### config.mk
export PLATFORM = sky130hd
export DESIGN_NAME = pattern_det_ctrl
export DESIGN_NICKNAME = d
export VERILOG_FILES = /design/src/rtl/pattern_det_pkg.sv /design/src/rtl/pattern_match_core.sv /design/src/rtl/pattern_det_ctrl.sv
export SDC_FILE = /design/constraint.sdc
export NUM_CORES = 1
export LEC_CHECK = 0
export CAP_MARGIN = 5
export CORE_ASPECT_RATIO = 1.2
export CORE_UTILIZATION = 32
export DETAILED_ROUTE_END_ITERATION = 16
export SYNTH_ARGS = -nofsm -noshare
export SYNTH_HDL_FRONTEND = slang
export SYNTH_SLANG_ARGS = --single-unit
### constraint.sdc
create_clock -name clk -period 3.4 [get_ports clk]
set_input_delay 0.85 -clock clk [delete_from_list [all_inputs] [get_ports clk]]
set_output_delay 0.85 -clock clk [all_outputs]
set_load 0.01 [all_outputs]
### src/rtl/pattern_det_pkg.sv
// ============================================================================
// pattern_det_pkg : shared types and constants for the pattern detector
// Revision: 1.0
// ============================================================================
`default_nettype none

package pattern_det_pkg;

  localparam int LEN_W = 4;

  typedef enum logic [1:0] {
    IDLE = 2'd0,
    RUN  = 2'd1,
    DONE = 2'd2
  } state_t;

  localparam logic [1:0] ST_CFGERR  = 2'b00;
  localparam logic [1:0] ST_TARGET  = 2'b01;
  localparam logic [1:0] ST_TIMEOUT = 2'b10;
  localparam logic [1:0] ST_ABORT   = 2'b11;

endpackage

`default_nettype wire

### src/rtl/pattern_match_core.sv
// ============================================================================
// pattern_match_core : serial history register with len-masked pattern compare
// Revision: 1.0
// ============================================================================
`default_nettype none

module pattern_match_core
  import pattern_det_pkg::*;
#(
  parameter int MAX_LEN = 8
) (
  input  logic               clk,
  input  logic               rst,
  input  logic               clr,
  input  logic               en,
  input  logic               x,
  input  logic               overlap,
  input  logic [LEN_W-1:0]   len,
  input  logic [MAX_LEN-1:0] pattern,
  output logic               match_hit,
  output logic [MAX_LEN-1:0] history
);

  logic [LEN_W-1:0]   r_fill;
  logic [LEN_W-1:0]   w_fill_new;
  logic [MAX_LEN-1:0] w_hist_new;
  logic [MAX_LEN-1:0] w_mask;

  // The hit is judged on the history as it will look after this bit shifts in.
  always_comb begin
    w_hist_new = {history[MAX_LEN-2:0], x};
    w_fill_new = (r_fill >= LEN_W'(MAX_LEN)) ? r_fill : r_fill + LEN_W'(1);
    w_mask     = '0;
    for (int i = 0; i < MAX_LEN; i++) begin
      w_mask[i] = (i < int'(len));
    end
    match_hit = en && (w_fill_new >= len) && (((w_hist_new ^ pattern) & w_mask) == '0);
  end

  always_ff @(posedge clk) begin
    if (rst || clr) begin
      history <= '0;
      r_fill  <= '0;
    end else if (en) begin
      history <= w_hist_new;
      r_fill  <= (match_hit && !overlap) ? '0 : w_fill_new;
    end
  end

endmodule

`default_nettype wire

### src/rtl/pattern_det_ctrl.sv
// ============================================================================
// pattern_det_ctrl : config handshake, run FSM, match/timeout counters
// Optional: PATTERN_DET_BITCNT_EN adds the bit_cnt output
// Revision: 1.0
// ============================================================================
`default_nettype none

module pattern_det_ctrl
  import pattern_det_pkg::*;
#(
  parameter int MAX_LEN = 8,
  parameter int CNT_W   = 8,
  parameter int TO_W    = 16
) (
  input  logic               clk,
  input  logic               rst,
  input  logic               cfg_valid,
  output logic               cfg_ready,
  input  logic [MAX_LEN-1:0] cfg_pattern,
  input  logic [LEN_W-1:0]   cfg_len,
  input  logic               cfg_overlap,
  input  logic [CNT_W-1:0]   cfg_target,
  input  logic [TO_W-1:0]    cfg_timeout,
  input  logic               abort,
  input  logic               x,
  input  logic               x_valid,
`ifdef PATTERN_DET_BITCNT_EN
  output logic [15:0]        bit_cnt,
`endif
  output logic               busy,
  output logic               match,
  output logic [CNT_W-1:0]   match_cnt,
  output logic               done,
  output logic [1:0]         status
);

  state_t             r_state;
  logic [MAX_LEN-1:0] r_pattern;
  logic [LEN_W-1:0]   r_len;
  logic               r_overlap;
  logic [CNT_W-1:0]   r_target;
  logic [TO_W-1:0]    r_timeout;
  logic [TO_W-1:0]    r_to_cnt;
  logic               r_hit;

  logic               w_accept;
  logic               w_cfg_err;
  logic               w_en;
  logic               w_hit;
  logic               w_cnt_inc;
  logic               w_to_hit;
  logic [MAX_LEN-1:0] w_history;

  assign w_accept  = (r_state == IDLE) && cfg_valid;
  assign w_cfg_err = (cfg_len == '0) || (cfg_len > LEN_W'(MAX_LEN)) || (cfg_target == '0);
  assign w_en      = (r_state == RUN) && x_valid;
  assign w_cnt_inc = r_hit && (match_cnt < r_target);
  assign w_to_hit  = (r_timeout != '0) && ((r_to_cnt + TO_W'(1)) == r_timeout);

  pattern_match_core #(
    .MAX_LEN (MAX_LEN)
  ) u_core (
    .clk       (clk),
    .rst       (rst),
    .clr       (w_accept),
    .en        (w_en),
    .x         (x),
    .overlap   (r_overlap),
    .len       (r_len),
    .pattern   (r_pattern),
    .match_hit (w_hit),
    .history   (w_history)
  );

  always_ff @(posedge clk) begin
    if (rst) begin
      r_state   <= IDLE;
      cfg_ready <= 1'b1;
      busy      <= 1'b0;
      match     <= 1'b0;
      done      <= 1'b0;
      match_cnt <= '0;
      status    <= ST_CFGERR;
      r_pattern <= '0;
      r_len     <= '0;
      r_overlap <= 1'b0;
      r_target  <= '0;
      r_timeout <= '0;
      r_to_cnt  <= '0;
      r_hit     <= 1'b0;
    end else begin
      case (r_state)
        IDLE: begin
          done  <= 1'b0;
          match <= 1'b0;
          if (cfg_valid) begin
            r_pattern <= cfg_pattern;
            r_len     <= cfg_len;
            r_overlap <= cfg_overlap;
            r_target  <= cfg_target;
            r_timeout <= cfg_timeout;
            r_to_cnt  <= '0;
            r_hit     <= 1'b0;
            match_cnt <= '0;
            status    <= ST_CFGERR;
            cfg_ready <= 1'b0;
            if (w_cfg_err) begin
              r_state <= DONE;
              done    <= 1'b1;
            end else begin
              r_state <= RUN;
              busy    <= 1'b1;
            end
          end
        end
        RUN: begin
          r_hit    <= w_hit;
          r_to_cnt <= r_to_cnt + TO_W'(1);
          match    <= w_cnt_inc;
          if (w_cnt_inc) match_cnt <= match_cnt + CNT_W'(1);
          // Target is judged on the registered count, one cycle after it lands.
          if (abort || (match_cnt == r_target) || w_to_hit) begin
            r_state <= DONE;
            busy    <= 1'b0;
            done    <= 1'b1;
            if (abort)                       status <= ST_ABORT;
            else if (match_cnt == r_target)  status <= ST_TARGET;
            else                             status <= ST_TIMEOUT;
          end
        end
        DONE: begin
          done      <= 1'b0;
          match     <= 1'b0;
          r_hit     <= 1'b0;
          cfg_ready <= 1'b1;
          r_state   <= IDLE;
        end
        default: begin
          r_state   <= IDLE;
          cfg_ready <= 1'b1;
          busy      <= 1'b0;
          done      <= 1'b0;
          match     <= 1'b0;
        end
      endcase
    end
  end

`ifdef PATTERN_DET_BITCNT_EN
  always_ff @(posedge clk) begin
    if (rst || w_accept) begin
      bit_cnt <= '0;
    end else if (w_en && (bit_cnt != 16'hFFFF)) begin
      bit_cnt <= bit_cnt + 16'd1;
    end
  end
`endif

endmodule

`default_nettype wire

==> impl_metrics.yaml, run 1 <==
hold_path:
  hold_end: "r_target[1]"
  worstHoldStart: "r_target[1]"
  whs_path_depth: 2
  min_path_type: "reg -> reg"
worst_setup_path:
  r2r.worst_path.cells: 8
  path_class: "reg -> reg"
  reg2reg_from: "r_to_cnt[0]"
  cp-end-kind: "flip-flop"
  r2r-end: "status[0]"
  crit_chain: "ha_1, nand3_4, xnor2_1, or3b_2, a2111oi_2, nand4_1, a211oi_1, nor3_1"
  critPathMaxStageDelay_ns: 0.49
  worst-path-buf-inv: 0
  slowest_stage: "dfxtp_1"
  arrival_ns: 2.95
  critPathTopFamily: "simple AND/OR/NAND/NOR gates"
  start_kind: "flip-flop"
  crit_fanout: 7
  r2r_slack_ns: 0.66
  required_ns: 3.62
detailed_routing:
  drc: 0
  drtIter0Drc: 255
  wl_per_cell_um: 14.32
  via_count: 3935
  wl_um: 11000
  dr.pass1.iters: 4
  viasPerCell: 5.124
  drtAntennaViolNets: 0
synthesis:
  synth_top_area_share_pct: 37.52
  synth_top_family_by_area: "simple AND/OR/NAND/NOR gates"
  ys_types: 52
  synth_area_leaders: "dfxtp_1 38%, nand2_1 9.6%, a21oi_1 8.8%"
  synth_fp_nets: 612
  synthMuxAreaShare_pct: 0.4922
  syn_area_per_cell_um2: 7.815
  synth_xor_xnor_area_share_pct: 7.296
  synth_adder_area_share_pct: 4.632
  synth.largest_area_cell: "dfxtp_1"
  synthesis.area_um2: 4322
  synthArstFlopShare_pct: 0
  yosysSeqAreaShare_pct: 37.52
  synthesis.instances: 553
  synth_edf_count: 0
  ys_warn_count: 0
  ys_ff_latch: 81
  ys.flop_type: "dfxtp_1"
  synth-compound-area-share_pct: 18.07
  synth-simple-area-share_pct: 27.50
run:
  cap_viol_max_count: 0
pwr:
  power.clock.fraction_pct: 39.9
  comb_power_share_pct: 15.5
  leakage_nw: 1.904
  seq_power_share_pct: 44.6
  p_per_area_nw_per_um2: 438.4
  p_sw_uw: 661.1
  swShare_pct: 28.46
  totalPowerFinal_mw: 2.323
  internal_power_mw: 1.662
  ir_drop_mv: 0.2711
layout:
  nFillCells: 1358
  syn_to_final_growth_pct: 22.61
  fin_util_pct: 40.20
  drive_gt1_share_pct: 6.333
  num-nets-final: 654
  num_antenna_cells: 0
global_routing:
  antenna_found_initial: 0
  grt_pass1_wl_um: 18090
  grt_pass1_vias: 3875
  grt.overflow.total: 0
  track_usage_pct: 16.60
  grt_max_degree: 41
die:
  initial_core_util_pct: 32.79
  core-area_um2: 13180
  die_area_um2: 13980
  die_x_um: 108.1
  pin_count: 57
  die_h_um: 129.3
  rows: 46
cts:
  clock-sinks: 81
  path_clk_slew_ns: 0.06
  cts_buffers: 9
  clk_path_buf_depth: 2
  cts_tree: "yes"
  clkLatencyLatePin_ns: 0.35
  post_cts_resized: 0
  cts_hold_buf: 0
  cts.htree.levels: 3
  root_buffer: "clkbuf_16"
  post_cts_buffers: 0
timing:
  finalCriticalPeriod_ns: 2.737
  rsz0062_at_grt: "no"
  tns_ns: 0
  fmax_mhz: 365.4
  max_slew.worst_pin.slew_ns: 0.9181
  slew_viol_final: 0
  hold_viol_final: 0
  setup_violations: 0
  skew_ns: 0.008885
  min_period_over_period_pct: 80.50
  maxSlewHeadroom_pct: 38.79
placement:
  numPortBuffers: 56
  post-dp-hpwl_um: 8055
  place.gp.congestion: 0.8313
run_status:
  outcome: "finished, final reports clean"
[final cells by class]
class                   instances  area [µm²]  area share, %
clock buffers                   9       225.2          4.250
clock inverters                 7       60.06          1.133
inverters                      18       67.56          1.275
multi-input cells             422        2506          47.30
flip-flops and latches         81        1622          30.60
well taps                     168       210.2          3.967
repair buffers                 63       608.1          11.48
[sequential cells by signal (all words and copies together), names as in the netlist, 2 cells and up]
register and flops:
match_cnt 8, r_len 4, r_pattern 8, r_state 2, r_target 8, r_timeout 16
r_to_cnt 16, status 2, u_core.history 7, u_core.r_fill 4
[worst max-delay path by stage]
stage,from,endpoint,slack [ns],depth (start not counted)
floorplan,r_to_cnt[0],status[0],0.91,8
global placement,r_to_cnt[0],status[0],0.76,8
detailed placement,r_to_cnt[0],status[0],0.67,8
CTS,r_to_cnt[0],status[0],0.68,8
global route,r_to_cnt[0],status[0],0.46,8
finish,r_to_cnt[0],status[0],0.66,8
[cell usage after synthesis, types with 2 or more instances]
master,number
nand2_1,111
dfxtp_1,81
a21oi_1,76
nor2_1,39
clkbuf_1,27
o21ai_0,23
xnor2_1,23
inv_1,18
ha_1,16
nand3_1,13
xor2_1,13
nor3_1,9
nor4_1,9
or3_1,8
nand2b_1,7
nand4_1,7
a211oi_1,5
buf_2,5
a21o_1,4
and3_1,4
a22oi_1,3
a31oi_1,3
and2_1,3
and4_1,3
nor2b_1,3
o21bai_1,3
o31ai_1,3
or4_1,3
nand3_4,2
nand3b_1,2
nand4_4,2
nor4_2,2
nor4_4,2
o21a_1,2
o22ai_1,2
[cell usage in the layout (no fill, tap or decap), types with 4 or more instances in the layout]
master,count
nand3_1,13
nand4_1,7
nand2_1,111
or3_1,8
xor2_1,13
dfxtp_1,81
and3_1,4
nor3_1,9
nand2b_1,7
inv_1,18
nor2_1,39
inv_6,4
xnor2_1,23
a211oi_1,5
a21oi_1,76
a21o_1,4
o21ai_0,23
clkbuf_16,9
clkdlybuf4s50_1,55
nor4_1,9
buf_4,7
ha_1,16
[power by group through the flow]
stage	clock [mW]	sequential (mW)	combinational, mW
final	0.926	1.04	0.360
after global routing	0.996	1.04	0.404
after CTS	0.956	1.04	0.366
after detailed placement	0	1.06	0.363
after global placement	0	1.06	0.354
after floorplan	0	1.05	0.230
[tightest hold or removal path, delay by kind of cell, from the launching register on]
kind,cells,cell delay (ns)
AO/OA/AOI/OAI,1,0.05
flip-flops,1,0.31
AND/OR/NAND/NOR,1,0.05
[cell families (layout without fill, tap and decap cells)]
logic type	count (synthesis)	count (layout)
simple gates	235	235
compound gates	133	133
flops	81	81
buf+inv	50	97
xor+xnor	36	36
fa+ha+maj	16	16
mux	2	2
[routing by layer]
layer / up-vias / global-route usage, % / part of all wire (%)
met3: 22 / 3.622 / 3.7
met4: 0 / 7.010 / 2.9
li1: 1995 / - / -
met5: - / 0 / 0
met2: 78 / 31.06 / 52
met1: 1840 / 17.77 / 41
[stage by stage]
| step | cell area (µm²) | cells | hold slack [ns] | worst slack (ns) |
|---|---|---|---|---|
| final | 5299 | 768 | 0.4607 | 0.6630 |
| after global routing | 5299 | 768 | 0.4900 | 0.4616 |
| after CTS | 5299 | 768 | 0.4613 | 0.6759 |
| after detailed placement | 5014 | 752 | 0.4525 | 0.6747 |
| after global placement | 5014 | 752 | 0.4459 | 0.7595 |
| after floorplan | 4322 | 553 | 0.4363 | 0.9124 |
Power figures use the tool's default switching activity.
==> run 2, diff against run 1 <==
clock period = 2.8 ns   (was 3.4 ns; I/O delays follow)
==> run 2 against run 1 <==
Net effect: non-clock buffer count grew 8; global-route usage down 0.10 points; count of clock-buffer cells in the layout increased by 2; die area unchanged; first-iteration DRC count down 37%; hold slack got worse by 0.0021 ns; sequential share of layout area is 0.28 points lower; clock power rose by 19%; combinational power is 24% higher; final area grew 0.92%; via count grew 1.4%; critical endpoint unchanged; largest cell class unchanged.
==> impl_metrics.yaml, run 2 (synthesis results as in run 1) <==
die:
  core-area_um2: 13180
  die_x_um: 108.1
  initial_core_util_pct: 32.79
  rows: 46
  pin_count: 57
  die_area_um2: 13980
  die_h_um: 129.3
pwr:
  ir_drop_mv: 0.2402
  leakage_nw: 1.941
  p_per_area_nw_per_um2: 524.0
  totalPowerFinal_mw: 2.802
cts:
  clock-sinks: 81
  cts_hold_buf: 0
  path_clk_slew_ns: 0.06
  post_cts_resized: 0
  cts_buffers: 9
  cts_tree: "yes"
  root_buffer: "clkbuf_16"
  post_cts_buffers: 0
  clkLatencyLatePin_ns: 0.34
  cts.htree.levels: 3
  clk_path_buf_depth: 2
timing:
  hold_viol_final: 0
  tns_ns: 0
  rsz0062_at_grt: "no"
  min_period_over_period_pct: 94.43
  slew_viol_final: 0
  maxSlewHeadroom_pct: 36.92
  finalCriticalPeriod_ns: 2.644
  fmax_mhz: 378.2
  hold_slack_ns: 0.4586
  skew_ns: 0.007831
  max_slew.worst_pin.slew_ns: 0.9463
  fin_ws_ns: 0.1559
  setup_violations: 0
detailed_routing:
  wl_um: 10900
  drtIter0Drc: 160
  wl_per_cell_um: 14.05
  dr.pass1.iters: 4
  drtAntennaViolNets: 0
  viasPerCell: 5.144
  via_count: 3992
  drc: 0
run:
  cap_viol_max_count: 0
global_routing:
  grt_pass1_vias: 3909
  antenna_found_initial: 0
  track_usage_pct: 16.50
  grt_max_degree: 41
  grt_pass1_wl_um: 18150
  grt.overflow.total: 0
worst_setup_path:
  start_kind: "flip-flop"
  path_class: "reg -> reg"
  setup.worst_path.start: "r_to_cnt[0]"
  r2r.worst_path.cells: 8
  arrival_ns: 2.87
  crit_fanout: 7
  r2r_slack_ns: 0.16
  crit_chain: "ha_1, nand3_4, xnor2_1, or3b_2, a2111oi_2, nand4_1, a211oi_1, nor3_1"
  required_ns: 3.02
  endpoint: "status[0]"
  cp-end-kind: "flip-flop"
  slowest_stage: "dfxtp_1"
  critPathMaxStageDelay_ns: 0.48
  r2r-end: "status[0]"
  reg2reg_from: "r_to_cnt[0]"
layout:
  drive_gt1_share_pct: 7.401
  syn_to_final_growth_pct: 23.74
  stdcell_area_um2: 5348
  final_cell_mix: "111 x nand2_1, 81 x dfxtp_1, 76 x a21oi_1"
  largestRegisters: "r_timeout (16), r_to_cnt (16)"
  num_antenna_cells: 0
  final_common_cell: "nand2_1"
  fin_util_pct: 40.57
  num-nets-final: 662
  fin_cells: 776
placement:
  post-dp-hpwl_um: 8083
  dp.cells: 760
  place.gp.congestion: 0.8771
  numPortBuffers: 56
  placed_area_um2: 5074
  pre_cts_ws_ns: 0.1799
hold_path:
  whs_path_depth: 2
  min_path_type: "reg -> reg"
run_status:
  outcome: "finished, final reports clean"
[run 2: area by class of cell]
cell class              instances  area (µm²)
repair buffers                 71       668.1
fillers                      1337        7833
clock buffers                  11       242.7
flip-flops and latches         81        1622
multi-input cells             422        2506
clock inverters                 5       31.28
well taps                     168       210.2
inverters                      18       67.56
[run 2: how the worst min path moves through the flow]
stage                             end         from
after floorplan             r_overlap    r_overlap
after global placement    r_target[4]  r_target[4]
after detailed placement  r_target[4]  r_target[4]
after CTS                 r_target[4]  r_target[4]
after global routing      r_target[6]  r_target[6]
final                     r_target[4]  r_target[4]
[run 2: power by group]
group	internal, mW	switching (mW)	total [mW]	leakage (nW)
clock network	0.622	0.476	1.10	0.135
registers	1.21	0.0551	1.26	0.660
logic	0.206	0.239	0.445	1.15
total	2.03	0.770	2.80	1.94
[run 2: per-layer routing]
| metal | part of all wire (%) | vias up | wire length, µm | global-route usage, % |
|---|---|---|---|---|
| li1 | - | 2016 | - | - |
| met1 | 43 | 1882 | 4642 | 18.58 |
| met2 | 51 | 71 | 5532 | 29.86 |
| met3 | 3.7 | 23 | 407 | 3.219 |
| met4 | 3.0 | 0 | 322 | 7.333 |
| met5 | 0 | - | 0 | 0 |
[run 2: critical path, delay by kind of cell, from the launching register on]
| family | cells | cell delay [ns] |
|---|---|---|
| xor+xnor | 1 | 0.17 |
| compound gates | 2 | 0.70 |
| simple gates | 4 | 0.89 |
| flops | 1 | 0.48 |
| fa+ha+maj | 1 | 0.27 |
